File: config.mk
export PLATFORM = sky130hd
export DESIGN_NAME = multicycle_control_fsm
export DESIGN_NICKNAME = d
export VERILOG_FILES = /design/src/rtl/legv8_ctrl_pkg.sv /design/src/rtl/opcode_class_decode.sv /design/src/rtl/multicycle_control_fsm.sv
export SDC_FILE = /design/constraint.sdc
export NUM_CORES = 1
export LEC_CHECK = 0
export ABC_AREA = 1
export BUFFER_PORTS_ARGS = -buffer_cell sky130_fd_sc_hd__buf_2
export CAP_MARGIN = 20
export CORE_MARGIN = 3
export CORE_UTILIZATION = 50
export DETAILED_ROUTE_END_ITERATION = 8
export GPL_TIMING_DRIVEN = 0
export MAX_ROUTING_LAYER = met4
export PLACE_DENSITY = 0.8
export SKIP_CTS_REPAIR_TIMING = 1
export SYNTH_ARGS = -nofsm -noshare
export SYNTH_HDL_FRONTEND = slang
export SYNTH_SLANG_ARGS = --single-unit
export TNS_END_PERCENT = 5
File: constraint.sdc
create_clock -name clk -period 2.3 [get_ports clk]
set_input_delay 0.46 -clock clk [delete_from_list [all_inputs] [get_ports clk]]
set_output_delay 0.46 -clock clk [all_outputs]
set_load 0.02 [all_outputs]
File: src/rtl/legv8_ctrl_pkg.sv
// Shared encodings for the LEGv8 multi-cycle control path: states, opcode
// patterns, ALUOp/pc_src/alu_src_b codes and the decoded opcode class.
package legv8_ctrl_pkg;

  typedef enum logic [3:0] {
    FETCH    = 4'd0,
    DECODE   = 4'd1,
    EXEC_R   = 4'd2,
    WB_R     = 4'd3,
    MEM_ADDR = 4'd4,
    MEM_RD   = 4'd5,
    WB_MEM   = 4'd6,
    MEM_WR   = 4'd7,
    BR_CBZ   = 4'd8,
    BR_UNC   = 4'd9,
    TRAP     = 4'd10
  } state_t;

  localparam logic [10:0] OP_LDUR = 11'b11111000010;
  localparam logic [10:0] OP_STUR = 11'b11111000000;
  localparam logic [10:0] OP_ADD  = 11'b10001011000;
  localparam logic [10:0] OP_SUB  = 11'b11001011000;
  localparam logic [10:0] OP_AND  = 11'b10001010000;
  localparam logic [10:0] OP_ORR  = 11'b10101010000;
  // CBZ and B only fix their upper bits; the rest belong to the offset field
  localparam logic [7:0]  OP_CBZ_PFX = 8'b10110100;
  localparam logic [5:0]  OP_B_PFX   = 6'b000101;

  localparam logic [1:0] ALUOP_ADD   = 2'b00;
  localparam logic [1:0] ALUOP_PASSB = 2'b01;
  localparam logic [1:0] ALUOP_RTYPE = 2'b10;

  localparam logic [1:0] PC_SRC_SEQ = 2'b00;
  localparam logic [1:0] PC_SRC_CBZ = 2'b01;
  localparam logic [1:0] PC_SRC_B   = 2'b10;

  localparam logic [1:0] ALU_SRC_B_REG = 2'b00;
  localparam logic [1:0] ALU_SRC_B_IMM = 2'b10;

  typedef struct packed {
    logic rtype;
    logic ldur;
    logic stur;
    logic cbz;
    logic b;
    logic illegal;
  } op_class_t;

endpackage

File: src/rtl/opcode_class_decode.sv
// Combinational opcode classifier: IR[31:21] -> one-hot instruction class.
module opcode_class_decode
  import legv8_ctrl_pkg::*;
(
  input  logic [10:0] opcode,
  output op_class_t   cls
);

  always_comb begin
    cls = '0;
    if (opcode == OP_ADD || opcode == OP_SUB || opcode == OP_AND || opcode == OP_ORR)
      cls.rtype = 1'b1;
    else if (opcode == OP_LDUR)
      cls.ldur = 1'b1;
    else if (opcode == OP_STUR)
      cls.stur = 1'b1;
    else if (opcode[10:3] == OP_CBZ_PFX)
      cls.cbz = 1'b1;
    else if (opcode[10:5] == OP_B_PFX)
      cls.b = 1'b1;
    else
      cls.illegal = 1'b1;
  end

endmodule

File: src/rtl/multicycle_control_fsm.sv
// LEGv8 multi-cycle sequencer: walks each instruction through fetch/decode/
// execute/memory/writeback and traps on illegal opcodes or memory timeouts.
module multicycle_control_fsm
  import legv8_ctrl_pkg::*;
#(
  parameter int unsigned WAIT_LIMIT = 255,
  parameter int unsigned CNT_W      = 16
) (
  input  logic        clk,
  input  logic        rst,
  input  logic [10:0] opcode,
  input  logic        alu_zero,
  input  logic        mem_ready,
  output logic        pc_write,
  output logic [1:0]  pc_src,
  output logic        ir_write,
  output logic        mem_read,
  output logic        mem_write,
  output logic [1:0]  alu_op,
  output logic [1:0]  alu_src_b,
  output logic        reg2_loc,
  output logic        reg_write,
  output logic        mem_to_reg,
  output logic        retire,
  output logic        illegal,
  output logic        bus_err,
  output logic [3:0]  state_dbg
);

  // Memory handshake: a request (mem_read/mem_write) is held steady until the
  // cycle mem_ready=1, which completes the access on that rising edge.
  state_t            state, state_nxt;
  op_class_t         cls;
  logic [CNT_W-1:0]  wait_cnt;
  logic              is_load;
  logic              wait_hit;
  logic              illegal_set;
  logic              bus_err_set;

  opcode_class_decode u_decode (
    .opcode (opcode),
    .cls    (cls)
  );

  // mem_ready arriving in the limit cycle still completes normally
  assign wait_hit  = !mem_ready && (wait_cnt == CNT_W'(WAIT_LIMIT - 1));
  assign state_dbg = state;

  always_comb begin
    state_nxt   = state;
    illegal_set = 1'b0;
    bus_err_set = 1'b0;
    pc_write    = 1'b0;
    pc_src      = PC_SRC_SEQ;
    ir_write    = 1'b0;
    mem_read    = 1'b0;
    mem_write   = 1'b0;
    alu_op      = ALUOP_ADD;
    alu_src_b   = ALU_SRC_B_REG;
    reg2_loc    = 1'b0;
    reg_write   = 1'b0;
    mem_to_reg  = 1'b0;
    retire      = 1'b0;
    case (state)
      FETCH: begin
        mem_read = 1'b1;
        if (mem_ready) begin
          ir_write  = 1'b1;
          pc_write  = 1'b1;
          state_nxt = DECODE;
        end else if (wait_hit) begin
          bus_err_set = 1'b1;
          state_nxt   = TRAP;
        end
      end
      DECODE: begin
        reg2_loc = cls.stur | cls.cbz;
        if (cls.rtype)                 state_nxt = EXEC_R;
        else if (cls.ldur || cls.stur) state_nxt = MEM_ADDR;
        else if (cls.cbz)              state_nxt = BR_CBZ;
        else if (cls.b)                state_nxt = BR_UNC;
        else begin
          illegal_set = 1'b1;
          state_nxt   = TRAP;
        end
      end
      EXEC_R: begin
        alu_op    = ALUOP_RTYPE;
        state_nxt = WB_R;
      end
      WB_R: begin
        reg_write = 1'b1;
        retire    = 1'b1;
        state_nxt = FETCH;
      end
      MEM_ADDR: begin
        alu_src_b = ALU_SRC_B_IMM;
        state_nxt = is_load ? MEM_RD : MEM_WR;
      end
      MEM_RD: begin
        mem_read = 1'b1;
        if (mem_ready) state_nxt = WB_MEM;
        else if (wait_hit) begin
          bus_err_set = 1'b1;
          state_nxt   = TRAP;
        end
      end
      WB_MEM: begin
        reg_write  = 1'b1;
        mem_to_reg = 1'b1;
        retire     = 1'b1;
        state_nxt  = FETCH;
      end
      MEM_WR: begin
        mem_write = 1'b1;
        reg2_loc  = 1'b1;
        if (mem_ready) begin
          retire    = 1'b1;
          state_nxt = FETCH;
        end else if (wait_hit) begin
          bus_err_set = 1'b1;
          state_nxt   = TRAP;
        end
      end
      BR_CBZ: begin
        alu_op   = ALUOP_PASSB;
        reg2_loc = 1'b1;
        retire   = 1'b1;
        if (alu_zero) begin
          pc_write = 1'b1;
          pc_src   = PC_SRC_CBZ;
        end
        state_nxt = FETCH;
      end
      BR_UNC: begin
        pc_write  = 1'b1;
        pc_src    = PC_SRC_B;
        retire    = 1'b1;
        state_nxt = FETCH;
      end
      TRAP:    state_nxt = TRAP;
      default: state_nxt = TRAP;
    endcase
    // Reset must silence requests immediately, not at the next edge
    if (rst) begin
      pc_write   = 1'b0;
      pc_src     = PC_SRC_SEQ;
      ir_write   = 1'b0;
      mem_read   = 1'b0;
      mem_write  = 1'b0;
      alu_op     = ALUOP_ADD;
      alu_src_b  = ALU_SRC_B_REG;
      reg2_loc   = 1'b0;
      reg_write  = 1'b0;
      mem_to_reg = 1'b0;
      retire     = 1'b0;
    end
  end

  always_ff @(posedge clk or posedge rst) begin
    if (rst) begin
      state    <= FETCH;
      wait_cnt <= '0;
      is_load  <= 1'b0;
      illegal  <= 1'b0;
      bus_err  <= 1'b0;
    end else begin
      state <= state_nxt;
      if (state_nxt != state)
        wait_cnt <= '0;
      else if (!mem_ready && (state == FETCH || state == MEM_RD || state == MEM_WR))
        wait_cnt <= wait_cnt + CNT_W'(1);
      if (state == DECODE)
        is_load <= cls.ldur;
      if (illegal_set) illegal <= 1'b1;
      if (bus_err_set) bus_err <= 1'b1;
    end
  end

endmodule

; ---- After elaboration in Yosys (flattened, before gate mapping)
; Index checks and enable logic that the tools add are counted.
[word_totals]
register_bits = 23
[classes]
n_mux = 55
n_addsub = 1
reduce_logical = 16
n_bitwise = 1
n_eq_ne = 19
[op_table]
columns = op, count
row1 = == test 11 bit (second input constant), 6
row2 = two-way mux 16 bit, 2
row3 = two-way mux 1 bit, 30
row4 = two-way mux 4 bit, 7
row5 = one-hot mux 4 bit (7 select lines), 1
row6 = adder 16 x 1 -> 16 bit (second input constant), 1
row7 = == test 16 x 8 -> 1 bit (second input constant), 1
row8 = == test 4 x 3 -> 1 bit (second input constant), 4
row9 = two-way mux 2 bit, 8
row10 = == test 4 x 2 -> 1 bit (second input constant), 2
row11 = == test 4 bit (second input constant), 2
row12 = == test 8 bit (second input constant), 1
row13 = one-hot mux 2 bit (2 select lines), 2
row14 = == test 6 x 3 -> 1 bit (second input constant), 1
row15 = logical OR 1 bit, 6
row16 = OR reduction 2 bit, 3
row17 = two-way mux 5 bit, 1
row18 = == test 4 x 1 -> 1 bit (second input constant), 1
row19 = logical NOT 4 bit, 1
row20 = != test 4 bit, 1
row21 = one-hot mux 1 bit (2 select lines), 2
row22 = OR reduction 4 bit, 1
row23 = two-way mux 3 bit, 1
row24 = one-hot mux 1 bit (3 select lines), 1
row25 = other kinds (5), 6

; ---- Longest topological paths before layout
; Gate-level depths: netlist (run 1).
[depth]
depth_word = 13
ltp_mapped = 16

; ---- Modules after synthesis
; From an unflattened synthesis (run 1), not the netlist that was laid out.
[unflattened]
cells_unflattened = 264
area_unflattened_um2 = 1745.4
[by_module_without_submodules]
columns = module, area_per_inst_um2, n_inst, seq_area_each_um2, cells_each
row1 = multicycle_control_fsm, 1559.0, 1, 575.6, 221
row2 = opcode_class_decode, 186.4, 1, 0.0, 43

; ---- Worst setup path after synthesis (run 1)
; No wires, ideal clock.
[synth_timing]
kind = reg-to-output
start = register state[1] (netlist: state_dbg[1])
end = output pc_write
t_arrival_ns = 1.494
setup_slack_ns = 0.346
path_buffers = 1
stages_incl_launch_ff = 7
path_cell_list = dfrtp_1 buf_6 nor2_1 nand2_2 nor2_1 inv_1 a31oi_1
[synth_between]
elab_chain_len = 3
[synth_lines]
columns = item, line
row1 = "start, declared", multicycle_control_fsm.sv:32  ; state_t state, state_nxt;
row2 = "start signal, assigned", multicycle_control_fsm.sv:168  ; state <= state_nxt;
row3 = == test 4 bit / logical NOT 4 bit (equally long branches), multicycle_control_fsm.sv:64  ; case (state)
row4 = one-hot mux 1 bit (3 select lines) *, multicycle_control_fsm.sv:64
row5 = two-way mux 1 bit *, multicycle_control_fsm.sv:145  ; if (rst) begin
row6 = "end, declared", multicycle_control_fsm.sv:14  ; output logic pc_write,
; Every way passes the cells marked *; elsewhere a longest branch is shown, timed or not.

; ---- Worst setup path after layout (run 1)
; Same ends and word-level chain as after synthesis.

==> results.py, run 1 <==
metrics = {
    "power": {
        "internal_power_uw": 488,
        "p_switching_uw": 146,
        "power_frac_seq_pct": 63.8,
        "fin_total_pwr_uw": 634,
        "power.share.switching_pct": 23.0,
        "static-leakage-power_nw": 0.980,
        "part_of_the_total_power_dissipated_in_the_clock_network_pct": 28.8,
        "power_frac_comb_pct": 7.4,
        "cellPowerDensity_mw_per_mm2": 323,
        "vdd_ir_drop_max_uv": 315,
    },
    "placement": {
        "placedCellCount": 324,
        "dp.final_hpwl_um": 2860,
        "routabilityCongestion": 0.838,
        "dpl-instance-area_mm2": 0.00194,
        "io_buffers": 33,
    },
    "setup_path": {
        "kind_of_capture_point_of_the_worst_setup_path": "output port",
        "worst-r2r-cell-count": 15,
        "crit_start": "state_dbg[1]",
        "r2r_start": "wait_cnt[0]",
        "required_ns": 1.84,
        "timing.critical_path.from_type": "flop",
        "worstPathArrival_ns": 1.73,
        "r2r_slack_ns": 0.33,
        "endpoint": "pc_write",
        "timing_worst_setup_path_type": "flop to output port",
        "critPathMaxFanout": 8,
        "worstReg2RegEnd": "wait_cnt[0]",
    },
    "clocking": {
        "tritoncts_num_sinks": 23,
        "cts-root-buf": "sky130_fd_sc_hd__clkbuf_4",
        "clk_pin_slew_worst_paths_ns": 0.12,
        "numCtsBuffers": 3,
        "cts_max_level": 1,
        "clock_insertion_delay_worst_skew_ns": 0.30,
        "tritoncts_clock_tree": "done",
        "clock_path_buffers": 2,
    },
    "status": {
        "status": "finished clean",
    },
    "detailed_routing": {
        "detailroute.via_count": 1566,
        "drt_drc_violations_left": 0,
        "wirelength_um": 3510,
        "wire_per_inst_um": 10.7,
        "detail_route.iter0.violations": 121,
        "routed_via_density": 4.77,
        "postRouteAntennaNets": 0,
        "detailedRoute.firstPassIterationCount": 4,
    },
    "logic_synthesis": {
        "yosysUniqueCellTypes": 34,
        "synthMostInstantiatedCell": "sky130_fd_sc_hd__nand2_1",
        "synth_top_cells_by_area": "sky130_fd_sc_hd__dfrtp_1 34%, sky130_fd_sc_hd__nand2_1 12%, sky130_fd_sc_hd__nor2_1 10%",
        "synthArstFlopShare_pct": 100,
        "post_synth_most_frequent_cells": "53 x sky130_fd_sc_hd__nand2_1, 46 x sky130_fd_sc_hd__nor2_1, 34 x sky130_fd_sc_hd__inv_1",
        "ys_ff_latch": 23,
        "synthesis.nets": 264,
        "syn-instance-count": 247,
        "post-synth-top-area-fraction_pct": 33.6,
        "synth.largest_area_cell": "sky130_fd_sc_hd__dfrtp_1",
        "mappedNetlistArea_mm2": 0.00172,
        "synth-seq-area-share_pct": 33.6,
        "yosys_most_used_dff": "sky130_fd_sc_hd__dfrtp_1",
        "postSynthAreaPerCell_um2": 6.94,
        "yosys_warnings": 0,
        "synth_edf_count": 0,
    },
    "min_path": {
        "hold_path.class": "flop to flop",
    },
    "die": {
        "initial_standard_cell_utilization_of_the_core_pct": 54.4,
        "die_height_um": 64.6,
        "num_io_pins": 35,
        "total_die_area_mm2": 0.00417,
        "number_of_cell_rows": 20,
        "dieWidth_um": 64.6,
        "placeableCoreArea_mm2": 0.00315,
    },
    "layout": {
        "multi_input_area_um2": 952,
        "num-nets-final": 302,
        "final_core_area_utilization_pct": 62.3,
        "final_layout_size_suffix_gt1_share_pct": 24.6,
        "final_cells": 328,
        "layout.cell_area.non_filler_mm2": 0.00196,
        "fill_cells": 298,
        "layout-area-overhead-vs-synth_pct": 14.4,
        "diodes": 0,
        "register_area_um2": 577,
    },
    "sta": {
        "post-route-period-util_pct": 95.1,
        "slew-limit-headroom_pct": 43.2,
        "rsz0062_at_grt": "yes",
        "tightestPinTransition_ns": 0.851,
        "setup_viol": 0,
        "timing.final.crit_period_ns": 2.19,
        "final_max_slew_viol_count": 0,
        "hold_slack_ns": 0.482,
        "clock_skew_ns": 0.00247,
        "timing.fmax_mhz": 457,
        "hold_violations": 0,
    },
    "grt": {
        "grt_pass1_wl_um": 6420,
        "first_global_vias": 1489,
        "grt_antenna_before_repair": 0,
        "grt_use_total_pct": 19.4,
        "globalRoute.totalOverflow": 0,
        "maximum_number_of_pins_on_one_net_before_global_route_repair": 24,
    },
    "job": {
        "max_cap_violations": 0,
    },
}
power by group through the flow:
stage                     Sequential [mW]  Clock [mW]  Combinational [mW]
after floorplan                     0.412           0              0.0255
after global placement              0.412           0              0.0466
after detailed placement            0.412           0              0.0475
after CTS                           0.404       0.192              0.0477
after global routing                0.404       0.211              0.0551
final                               0.404       0.183              0.0469
layout by cell type (no fill, tap or decap), drive strengths merged:
cell | Yosys | final
a41oi | 1 | 1
a31o | 1 | 1
clkbuf | 1 | 5
nor3b | 1 | 1
dfrtp | 23 | 23
a21oi | 4 | 4
xor2 | 10 | 10
nand3 | 13 | 13
nor2 | 60 | 60
nand4 | 4 | 4
nor4 | 1 | 1
nand2 | 57 | 57
o41ai | 1 | 1
o21ai | 6 | 6
a31oi | 2 | 2
and3 | 1 | 1
xnor2 | 4 | 4
ha | 2 | 2
o211ai | 1 | 1
buf | 3 | 36
nor3 | 8 | 8
nand3b | 2 | 2
conb | 1 | 1
inv | 40 | 40
worst min path at each step:
stage	startpoint	to	slack [ns]	cells past startpoint
final	illegal	illegal	0.48	2
after detailed placement	illegal	illegal	0.45	2
after global routing	illegal	illegal	0.51	2
after floorplan	is_load	is_load	0.45	2
after global placement	illegal	illegal	0.46	2
after CTS	illegal	illegal	0.48	2
area by class of cell:
cell class              instances  area share, %
multi-input cells             180           48.5
flip-flops and latches         23           29.4
repair buffers                 33           8.41
inverters                      40           7.65
well taps                      44           2.80
plain buffers                   4           1.91
clock buffers                   4           1.34
through the flow:
step                setup slack (ns)  TNS [ns]
floorplan                      0.346         0
global placement               0.326         0
detailed placement             0.318         0
CTS                            0.128         0
global route                 -0.0215   -0.0215
finish                         0.113         0
per-layer routing:
metal,global-route usage [%],vias up,part of all wire (%)
li1,-,835,-
met1,27.1,700,52
met2,29.8,29,44
met3,3.81,2,3.3
met4,2.90,0,0.54
met5,-,-,0
state kept, by name (all words and copies together) (netlist names):
signal     count
wait_cnt      16
state_dbg      4
bus_err        1
illegal        1
is_load        1
worst max-delay path, cell delays in order, from the launching register on:
cell	delay, ns
sky130_fd_sc_hd__dfrtp_1	0.40
sky130_fd_sc_hd__buf_6	0.14
sky130_fd_sc_hd__nor2_1	0.21
sky130_fd_sc_hd__nand2_2	0.12
sky130_fd_sc_hd__nor2_1	0.13
sky130_fd_sc_hd__inv_1	0.08
sky130_fd_sc_hd__a31oi_1	0.15
sky130_fd_sc_hd__buf_2	0.18
kinds of logic (layout without fill, tap and decap cells):
family	Yosys count	count (layout)	share of synthesized area, %
and+or+nand+nor	147	147	40.8
buffers and inverters	44	81	10.9
DFF	23	23	33.6
AOI/OAI and AO/OA	16	16	5.91
xor gates and xnor gates	14	14	7.15
adders and majority gates	2	2	1.46
other	1	1	0.219
(Power assumes the default switching activity.)
==> run 2: changes to the inputs <==
Settings changed: MAX_ROUTING_LAYER met4 to not set.
==> results.py, run 2 (same netlist as run 1, synthesis figures left out) <==
metrics = {
    "placement": {
        "dp.final_hpwl_um": 2860,
        "placedCellCount": 324,
        "io_buffers": 33,
        "routabilityCongestion": 0.825,
    },
    "die": {
        "die_height_um": 64.6,
        "num_io_pins": 35,
        "initial_standard_cell_utilization_of_the_core_pct": 54.4,
        "dieWidth_um": 64.6,
        "total_die_area_mm2": 0.00417,
        "placeableCoreArea_mm2": 0.00315,
        "number_of_cell_rows": 20,
    },
    "layout": {
        "register_bank_with_the_most_flops": "wait_cnt",
        "final_layout_size_suffix_gt1_share_pct": 24.6,
        "fill_cells": 298,
        "layout-area-overhead-vs-synth_pct": 14.4,
        "layout_commonest_cell": "sky130_fd_sc_hd__nand2_1",
        "largest_register_ffs": 16,
        "final_cells": 328,
        "final_core_area_utilization_pct": 62.3,
        "layout.cells.most_common_list": "53 x sky130_fd_sc_hd__nand2_1, 46 x sky130_fd_sc_hd__nor2_1, 34 x sky130_fd_sc_hd__inv_1, 33 x sky130_fd_sc_hd__buf_2, 22 x sky130_fd_sc_hd__dfrtp_1",
        "num-nets-final": 302,
        "diodes": 0,
    },
    "job": {
        "max_cap_violations": 0,
    },
    "setup_path": {
        "critPathSlowestCell": "sky130_fd_sc_hd__dfrtp_1",
        "worstReg2RegEnd": "wait_cnt[0]",
        "r2r_start": "wait_cnt[0]",
        "worst-r2r-cell-count": 15,
        "crit_start": "state_dbg[1]",
        "critPathMaxFanout": 8,
        "timing.critical_path.from_type": "flop",
        "worstPathArrival_ns": 1.73,
        "crit_path_cell_trace": "buf_6, nor2_1, nand2_2, nor2_1, inv_1, a31oi_1, buf_2",
        "critical_path.n_buffers_inverters": 3,
        "critical_path.top_delay_family": "simple AND/OR/NAND/NOR gates",
        "timing_worst_setup_path_type": "flop to output port",
        "timing.critical_path.slowest_cell_delay_ns": 0.40,
        "required_ns": 1.84,
        "cell_seen_most_often_among_critical_path_stages": "sky130_fd_sc_hd__nor2_1",
        "kind_of_capture_point_of_the_worst_setup_path": "output port",
        "r2r_slack_ns": 0.33,
    },
    "sta": {
        "clock_skew_ns": 0.00226,
        "timing.final.crit_period_ns": 2.19,
        "setup_viol": 0,
        "final_max_slew_viol_count": 0,
        "hold_violations": 0,
        "tightestPinTransition_ns": 0.851,
        "post-route-period-util_pct": 95.1,
        "hold_slack_ns": 0.482,
        "timing.fmax_mhz": 457,
        "rsz0062_at_grt": "yes",
        "slew-limit-headroom_pct": 43.2,
    },
    "clocking": {
        "clock_path_buffers": 2,
        "cts-root-buf": "sky130_fd_sc_hd__clkbuf_4",
        "numCtsBuffers": 3,
        "clock_insertion_delay_worst_skew_ns": 0.30,
        "tritoncts_num_sinks": 23,
        "tritoncts_clock_tree": "done",
        "clk_pin_slew_worst_paths_ns": 0.12,
        "cts_max_level": 1,
    },
    "grt": {
        "grt_pass1_wl_um": 6420,
        "maximum_number_of_pins_on_one_net_before_global_route_repair": 24,
        "globalRoute.totalOverflow": 0,
        "grt_antenna_before_repair": 0,
        "grt_use_total_pct": 18.8,
        "first_global_vias": 1490,
    },
    "detailed_routing": {
        "postRouteAntennaNets": 0,
        "wire_per_inst_um": 10.7,
        "drt_drc_violations_left": 0,
        "detail_route.iter0.violations": 118,
        "routed_via_density": 4.77,
        "detailroute.via_count": 1566,
        "wirelength_um": 3510,
        "detailedRoute.firstPassIterationCount": 4,
    },
    "status": {
        "status": "finished clean",
    },
    "min_path": {
        "timing.hold.worst_endpoint": "illegal",
        "hold_start": "illegal",
        "hold_path.class": "flop to flop",
        "worst_hold_path.num_cells": 2,
    },
    "power": {
        "cellPowerDensity_mw_per_mm2": 323,
        "vdd_ir_drop_max_uv": 315,
        "static-leakage-power_nw": 0.980,
    },
}
-- run 2: cell counts in the layout (fill, tap and decap cells not counted) --
Identical to the previous run, type by type.
-- run 2: where the power goes --
part	total [mW]	leakage, nW	switching (mW)	internal, mW
combinational	0.0469	0.666	0.0311	0.0158
clock	0.183	0.0150	0.115	0.0677
sequential	0.404	0.299	0	0.404
-- run 2: area by class of cell --
class	instances	area (µm²)	area share [%]
Buffer	4	37.5	1.91
Clock buffer	4	26.3	1.34
Inverter	40	150	7.65
Multi-Input combinational cell	180	952	48.5
Sequential cell	23	577	29.4
Tap cell	44	55.1	2.80
Timing Repair Buffer	33	165	8.41
-- run 2: how the worst max path moves through the flow --
stage	to	slack [ns]	depth (start not counted)
after floorplan	pc_write	0.35	6
final	pc_write	0.11	7
after detailed placement	wait_cnt[14]	0.32	16
after global routing	pc_write	-0.02	7
after global placement	reg2_loc	0.33	7
after CTS	pc_write	0.13	7
-- run 2: metrics by stage --
stage / TNS (ns) / power [mW] / setup slack (ns) / instance area (µm²)
after CTS: 0 / 0.644 / 0.128 / 1960
after global placement: 0 / 0.459 / 0.326 / 1940
after global routing: -0.0215 / 0.670 / -0.0215 / 1960
after detailed placement: 0 / 0.460 / 0.318 / 1940
final: 0 / 0.634 / 0.113 / 1960
after floorplan: 0 / 0.437 / 0.346 / 1720
-- run 2: per-layer routing --
| layer | share of wire (%) | wire, µm | vias to the layer above | track usage, % |
|---|---|---|---|---|
| met5 | 0 | 0 | - | 0 |
| met4 | 0 | 0 | 0 | 2.90 |
| met3 | 3.2 | 112 | 0 | 3.81 |
| met2 | 45 | 1570 | 29 | 29.8 |
| met1 | 52 | 1830 | 702 | 27.1 |
| li1 | - | - | 835 | - |
-- run 2: tightest hold or removal path, delay by kind of cell, from the launching register on --
family	cells	cell delay [ns]
AND/OR/NAND/NOR	1	0.05
flip-flops	1	0.37
buffers and inverters	1	0.04
